### config.mk
export PLATFORM = sky130hd
export DESIGN_NAME = gate_selftest_ctrl
export DESIGN_NICKNAME = d
export VERILOG_FILES = /design/src/rtl/gate_selftest_ctrl.sv
export SDC_FILE = /design/constraint.sdc
export NUM_CORES = 1
export LEC_CHECK = 0
export ABC_CLOCK_PERIOD_IN_PS = 5750
export CORE_UTILIZATION = 40
export CTS_BUF_LIST = sky130_fd_sc_hd__clkbuf_4 sky130_fd_sc_hd__clkbuf_8
export CTS_CLUSTER_DIAMETER = 30
export DETAILED_ROUTE_END_ITERATION = 10
export PLACE_DENSITY = 0.62
export SYNTH_ARGS = -nofsm -noshare
export SYNTH_HDL_FRONTEND = slang
export SYNTH_SLANG_ARGS = --single-unit
### constraint.sdc
create_clock -name clk -period 5.75 [get_ports clk]
set_input_delay 1.15 -clock clk [delete_from_list [all_inputs] [get_ports clk]]
set_output_delay 1.15 -clock clk [all_outputs]
set_load 0.05 [all_outputs]
### src/rtl/gate_selftest_ctrl.sv
// gate_selftest_ctrl: walks logic_gates through all input vectors and checks its outputs against a truth table
module gate_selftest_ctrl #(
  parameter int SETTLE_CYCLES = 2
) (
  input  logic       clk,
  input  logic       rst,
  input  logic       start,
  input  logic [6:0] gate_res,
  output logic       gate_a,
  output logic       gate_b,
  output logic       busy,
  output logic       done,
  output logic       pass,
  output logic [3:0] fail_mask,
  output logic [6:0] err_bits
);
  typedef enum logic [1:0] {IDLE, SETTLE, SAMPLE, DONE} state_t;
  state_t state, state_nx;
  logic [1:0] vec;
  logic [3:0] cnt;
  logic [6:0] golden, mismatch;
  logic [3:0] fail_nx;
  logic       last_cnt;
  always_comb begin
    golden   = vec == 2'd0 ? 7'h5C : vec == 2'd1 ? 7'h2E : vec == 2'd2 ? 7'h2A : 7'h43;
    mismatch = gate_res ^ golden;
    fail_nx  = fail_mask;
    fail_nx[vec] = |mismatch;
    last_cnt = cnt == 4'(SETTLE_CYCLES - 1);
    state_nx = state == IDLE   ? (start ? SETTLE : IDLE) :
               state == SETTLE ? (last_cnt ? SAMPLE : SETTLE) :
               state == SAMPLE ? (vec == 2'd3 ? DONE : SETTLE) : IDLE;
    busy = state == SETTLE || state == SAMPLE;
    done = state == DONE;
  end
  always_ff @(posedge clk) begin
    if (rst) begin
      state     <= IDLE;
      vec       <= '0;
      cnt       <= '0;
      gate_a    <= 1'b0;
      gate_b    <= 1'b0;
      pass      <= 1'b0;
      fail_mask <= '0;
      err_bits  <= '0;
    end else begin
      state <= state_nx;
      case (state)
        IDLE: if (start) begin
          vec       <= '0;
          cnt       <= '0;
          gate_a    <= 1'b0;
          gate_b    <= 1'b0;
          pass      <= 1'b0;
          fail_mask <= '0;
          err_bits  <= '0;
        end
        SETTLE: cnt <= cnt + 4'd1;
        SAMPLE: begin
          err_bits  <= err_bits | mismatch;
          fail_mask <= fail_nx;
          cnt       <= '0;
          // pass lands with the final vector so it is already valid while done is high
          if (vec == 2'd3) begin
            gate_a <= 1'b0;
            gate_b <= 1'b0;
            pass   <= fail_nx == 4'd0;
          end else begin
            vec              <= vec + 2'd1;
            {gate_a, gate_b} <= vec + 2'd1;
          end
        end
        default: ;
      endcase
    end
  end
endmodule
# Word level (Yosys, flattened, before mapping)
# Cells that the tools add are included.
# classes
n_addsub,2
bitwise_logic,2
muxes,27
magnitude_cmp,2
reduce_logical,12
eq_ne,10
# ops
op,n
two-way mux 7 bit,4
two-way mux 2 bit,7
one-hot mux 7 bit (2 select lines),1
one-hot mux 4 bit (3 select lines),1
"equality test 2 bit, second input constant",4
one-hot mux 4 bit (2 select lines),1
bitwise OR 7 bit,1
OR reduction 7 bit,1
bitwise XOR 7 bit,1
two-way mux 1 bit,6
one-hot mux 1 bit (2 select lines),3
AND reduction 3 bit,2
"adder 4 x 1 -> 4 bit, second input constant",1
bitwise mux 4 bit,1
"equality test 2 x 1 -> 1 bit, second input constant",2
"equality test 4 x 1 -> 1 bit, second input constant",1
zero test 2 bit,2
zero test 4 bit,1
two-way mux 4 bit,1
"inequality test 2 bit, second input constant",2
one-hot mux 2 bit (2 select lines),1
AND reduction 2 bit,2
"less-than comparator 2 x 3 -> 1 bit, second input constant",1
nonzero test 3 bit,1
other kinds (7),7
# word_totals
in_bits,10
output_inout_bits,16
ff_bits,22
word_cells,63

# Logic depth before layout (Yosys ltp)
# depth
word_depth,10
depth_mapped,6
ltp_nobuf,6

# Worst setup path after synthesis
# Ideal clock, no wire load.
# synth_timing
path_kind,input to register
startpoint,in gate_res[2]
endpoint,reg fail_mask[2]
path_slack_ps,3506
setup_ps,138
cell_stages,4
arrival_time_ps,2106
path_buffers,0
t_required_ps,5612
path_cell_list,xor2_1 -> o32a_1 -> nor4_4 -> o32ai_1
# synth_between
elab_chain_len,4
# synth_rtl
item,line,rtl
from (decl),8,"input logic [6:0] gate_res,"
bitwise XOR 7 bit,26,mismatch = gate_res ^ golden;
OR reduction 7 bit,28,fail_nx[vec] = |mismatch;
bitwise mux 4 bit,28,
one-hot mux 4 bit (2 select lines),48,case (state)
to (signal assigned),61,fail_mask <= fail_nx;
to (decl),14,"output logic [3:0] fail_mask,"
# Every way passes these cells.
# A chain may end at the register's enable or synchronous reset.

# Final worst setup path
# layout_timing
startpoint,reg state[0]
endpoint,out busy
# layout_between
elab_chain_len,2
word_cells_on_any_way,3
classes_between,eq/ne: 2; reduce/logical: 1
# layout_rtl
item,line,rtl
from (decl),18,"state_t state, state_nx;"
from (signal assigned),47,state <= state_nx;
equality test 2 x 1 -> 1 bit or equality test 2 bit (tied branches),33,busy = state == SETTLE || state == SAMPLE;
logical OR 1 bit *,33,
to (decl),11,"output logic busy,"
# Mark *: on every way between the ends. The rest lies on a longest branch, timed or not.

==> results.toml <==
[clock_tree]
post_cts_buffers = 0
worstSkewPairLatency_ps = 320
hold_buffers = 0
cts_made_buffers = 3
clock_path_buffers = 2
cts.clk_slew.worst_paths_ps = 130
cts_resized = 0
tritoncts = "built"
h-tree-depth = 1
cts-root-buf = "clkbuf_4"
clock-sinks = 22

[detailed_routing]
drc = 11
drt_pass1_iterations = 7
ant_nets = 0
viasPerCell = 5.48
drtIter0Drc = 38
vias = 1075
post_drt_wl_per_cell_um = 14.1
wl_mm = 2.77

[logic_synthesis]
syn_inst = 139
synth_ff_type = "dfxtp_1"
synthAdderAreaFrac = 0.125
syn_avg_cell_area_um2 = 8.63
synth_nets = 161
ys_types = 35
syn_area_um2 = 1200
muxShareOfSynthArea = 0.0177
synth_compound_area_frac = 0.193
synth_xor_area_frac = 0.0511
async_flop_share = 0
seq_area_frac_synth = 0.367
synth-edff-count = 0
yosys.area_share.simple = 0.202
ys_seq_elements = 22
yosysWarnings = 0
synth_top_family_by_area = "simple AND/OR/NAND/NOR gates"

[cells_and_area]
layout-drive-gt1-share = 0.0364
nets = 188
n_antenna_cell = 0
area_growth_pct = 27.5
final_cell_area_um2 = 1530
fin_util = 0.545

[sta]
worst-slew-pin-transition_ps = 615
setup_tns_ps = 0
rsz0062_at_grt = "no"
holdWs_ps = 466
slew_headroom = 0.589
finalCriticalPeriod_ps = 3030
max_freq_mhz = 330
finClkSkew_ps = 7.22
setup_viol_count_final = 0
finalCritPeriodShare = 0.526
hold_viol = 0
report.final.slew_viol_count = 0

[grt]
grt_max_degree = 17
grt_pass1_vias = 1063
antenna_found_initial = 0
grt_pass1_wl_mm = 4.74
globalRouteTotalUtil = 0.187
overflow = 0

[outcome]
outcome = "complete, but fails checks"
violations = "DRC"

[placement]
place_area_um2 = 1480
gp_congestion = 0.767
port_buffers = 25
dpl.hpwl_mm = 2.12

[floorplanning]
die_x_um = 56.8
initial_utilization = 0.428
die_y_um = 56.8
fp.coreArea_um2 = 2810
rows = 19
io_pins = 26
dieArea_um2 = 3220

[setup_path]
arrival_ps = 1880
reg2regPathDepth = 6
path_class = "reg2out"
cp-end-kind = "output port"
start_kind = "flip-flop"
critPathRequiredTime_ps = 4600
crit_fanout = 4

[power_and_ir_drop]
ir_worst_vdd_v = 0.000122
power_leakage_nw = 0.571
finalPower_mw = 0.354
pwr_density_cell_nw_per_um2 = 231

[min_path]
hold_depth = 2
hold_class = "reg2reg"

[job]
max_cap_violations = 0
-- cell usage in the layout, fill, tap and decap left out, types with 2 or more instances in the layout --
master / Yosys / routed
a21oi_1: 13 / 13
a22oi_1: 2 / 2
a31oi_1: 2 / 2
clkbuf_4: 0 / 3
clkdlybuf4s50_1: 0 / 25
dfxtp_1: 22 / 22
ha_1: 12 / 12
inv_1: 11 / 11
nand2_1: 6 / 6
nand2b_1: 5 / 5
nand3_1: 6 / 6
nor2_1: 18 / 18
nor2b_1: 2 / 2
nor3b_1: 2 / 2
o21a_1: 3 / 3
o21ai_0: 5 / 5
o32ai_1: 3 / 3
xnor2_1: 3 / 3
xor2_1: 4 / 4
-- critical path: stages (launching register included) --
cell,delay [ps]
dfxtp_1,420
inv_1,80
ha_1,280
clkdlybuf4s50_1,790
-- metal layers --
layer  track usage  vias up  wire length (um)
li1              -      542                 -
met1         0.220      514              1250
met2         0.350       15              1410
met3        0.0276        4                94
met4        0.0488        0                24
met5             0        -                 0
-- cells by family after synthesis --
logic type,count (synthesis)
compound gates,36
xor+xnor,7
flops,22
fa+ha+maj,12
simple gates,46
mux,2
buf+inv,14
-- report_power, final --
group	internal [mW]	leakage (nW)	switching, mW	total, mW
Sequential	0.157	0.178	0.00396	0.161
Combinational	0.0275	0.365	0.0434	0.0709
Clock	0.0705	0.0279	0.0513	0.122
-- registers in the layout (all words and copies together), names as in the netlist --
name and cells:
vec 2, cnt 4, gate_a 1, fail_mask 4
gate_b 1, err_bits 7, state 2, pass 1
-- metrics by stage --
| stage | std cells | setup slack, ps |
|---|---|---|
| after floorplan | 139 | 3510 |
| after global placement | 192 | 2930 |
| after detailed placement | 192 | 2870 |
| after CTS | 196 | 2700 |
| after global routing | 196 | 2630 |
| final | 196 | 2720 |
-- Yosys cell counts (2+ instances only) --
library cell	instances	area (um2)
clkbuf_1	3	11.3
a22oi_1	2	15.0
dfxtp_1	22	440
o32ai_1	3	26.3
nand2_1	6	22.5
xnor2_1	3	26.3
nor3b_1	2	15.0
xor2_1	4	35.0
o21ai_0	5	25.0
o21a_1	3	22.5
nand2b_1	5	31.3
inv_1	11	41.3
a21oi_1	13	65.1
ha_1	12	150
nor2b_1	2	12.5
a31oi_1	2	12.5
nand3_1	6	30.0
nor2_1	18	67.6
-- final cells by class --
| type | count | area, um2 |
|---|---|---|
| Inverter | 11 | 41.3 |
| Timing Repair Buffer | 25 | 250 |
| Fill cell | 280 | 1270 |
| Tap cell | 31 | 38.8 |
| Sequential cell | 22 | 440 |
| Clock inverter | 1 | 30.0 |
| Clock buffer | 3 | 22.5 |
| Multi-Input combinational cell | 103 | 707 |
-- path summary, 6_finish.rpt --
path              slack [ps]      endpoint     start
setup / recovery        2720          busy  state[0]
hold / removal           470        gate_b    gate_b
setup reg to reg        3620  fail_mask[2]    vec[0]
hold reg to reg          470        gate_b    gate_b
Power figures use the tool's default switching activity.
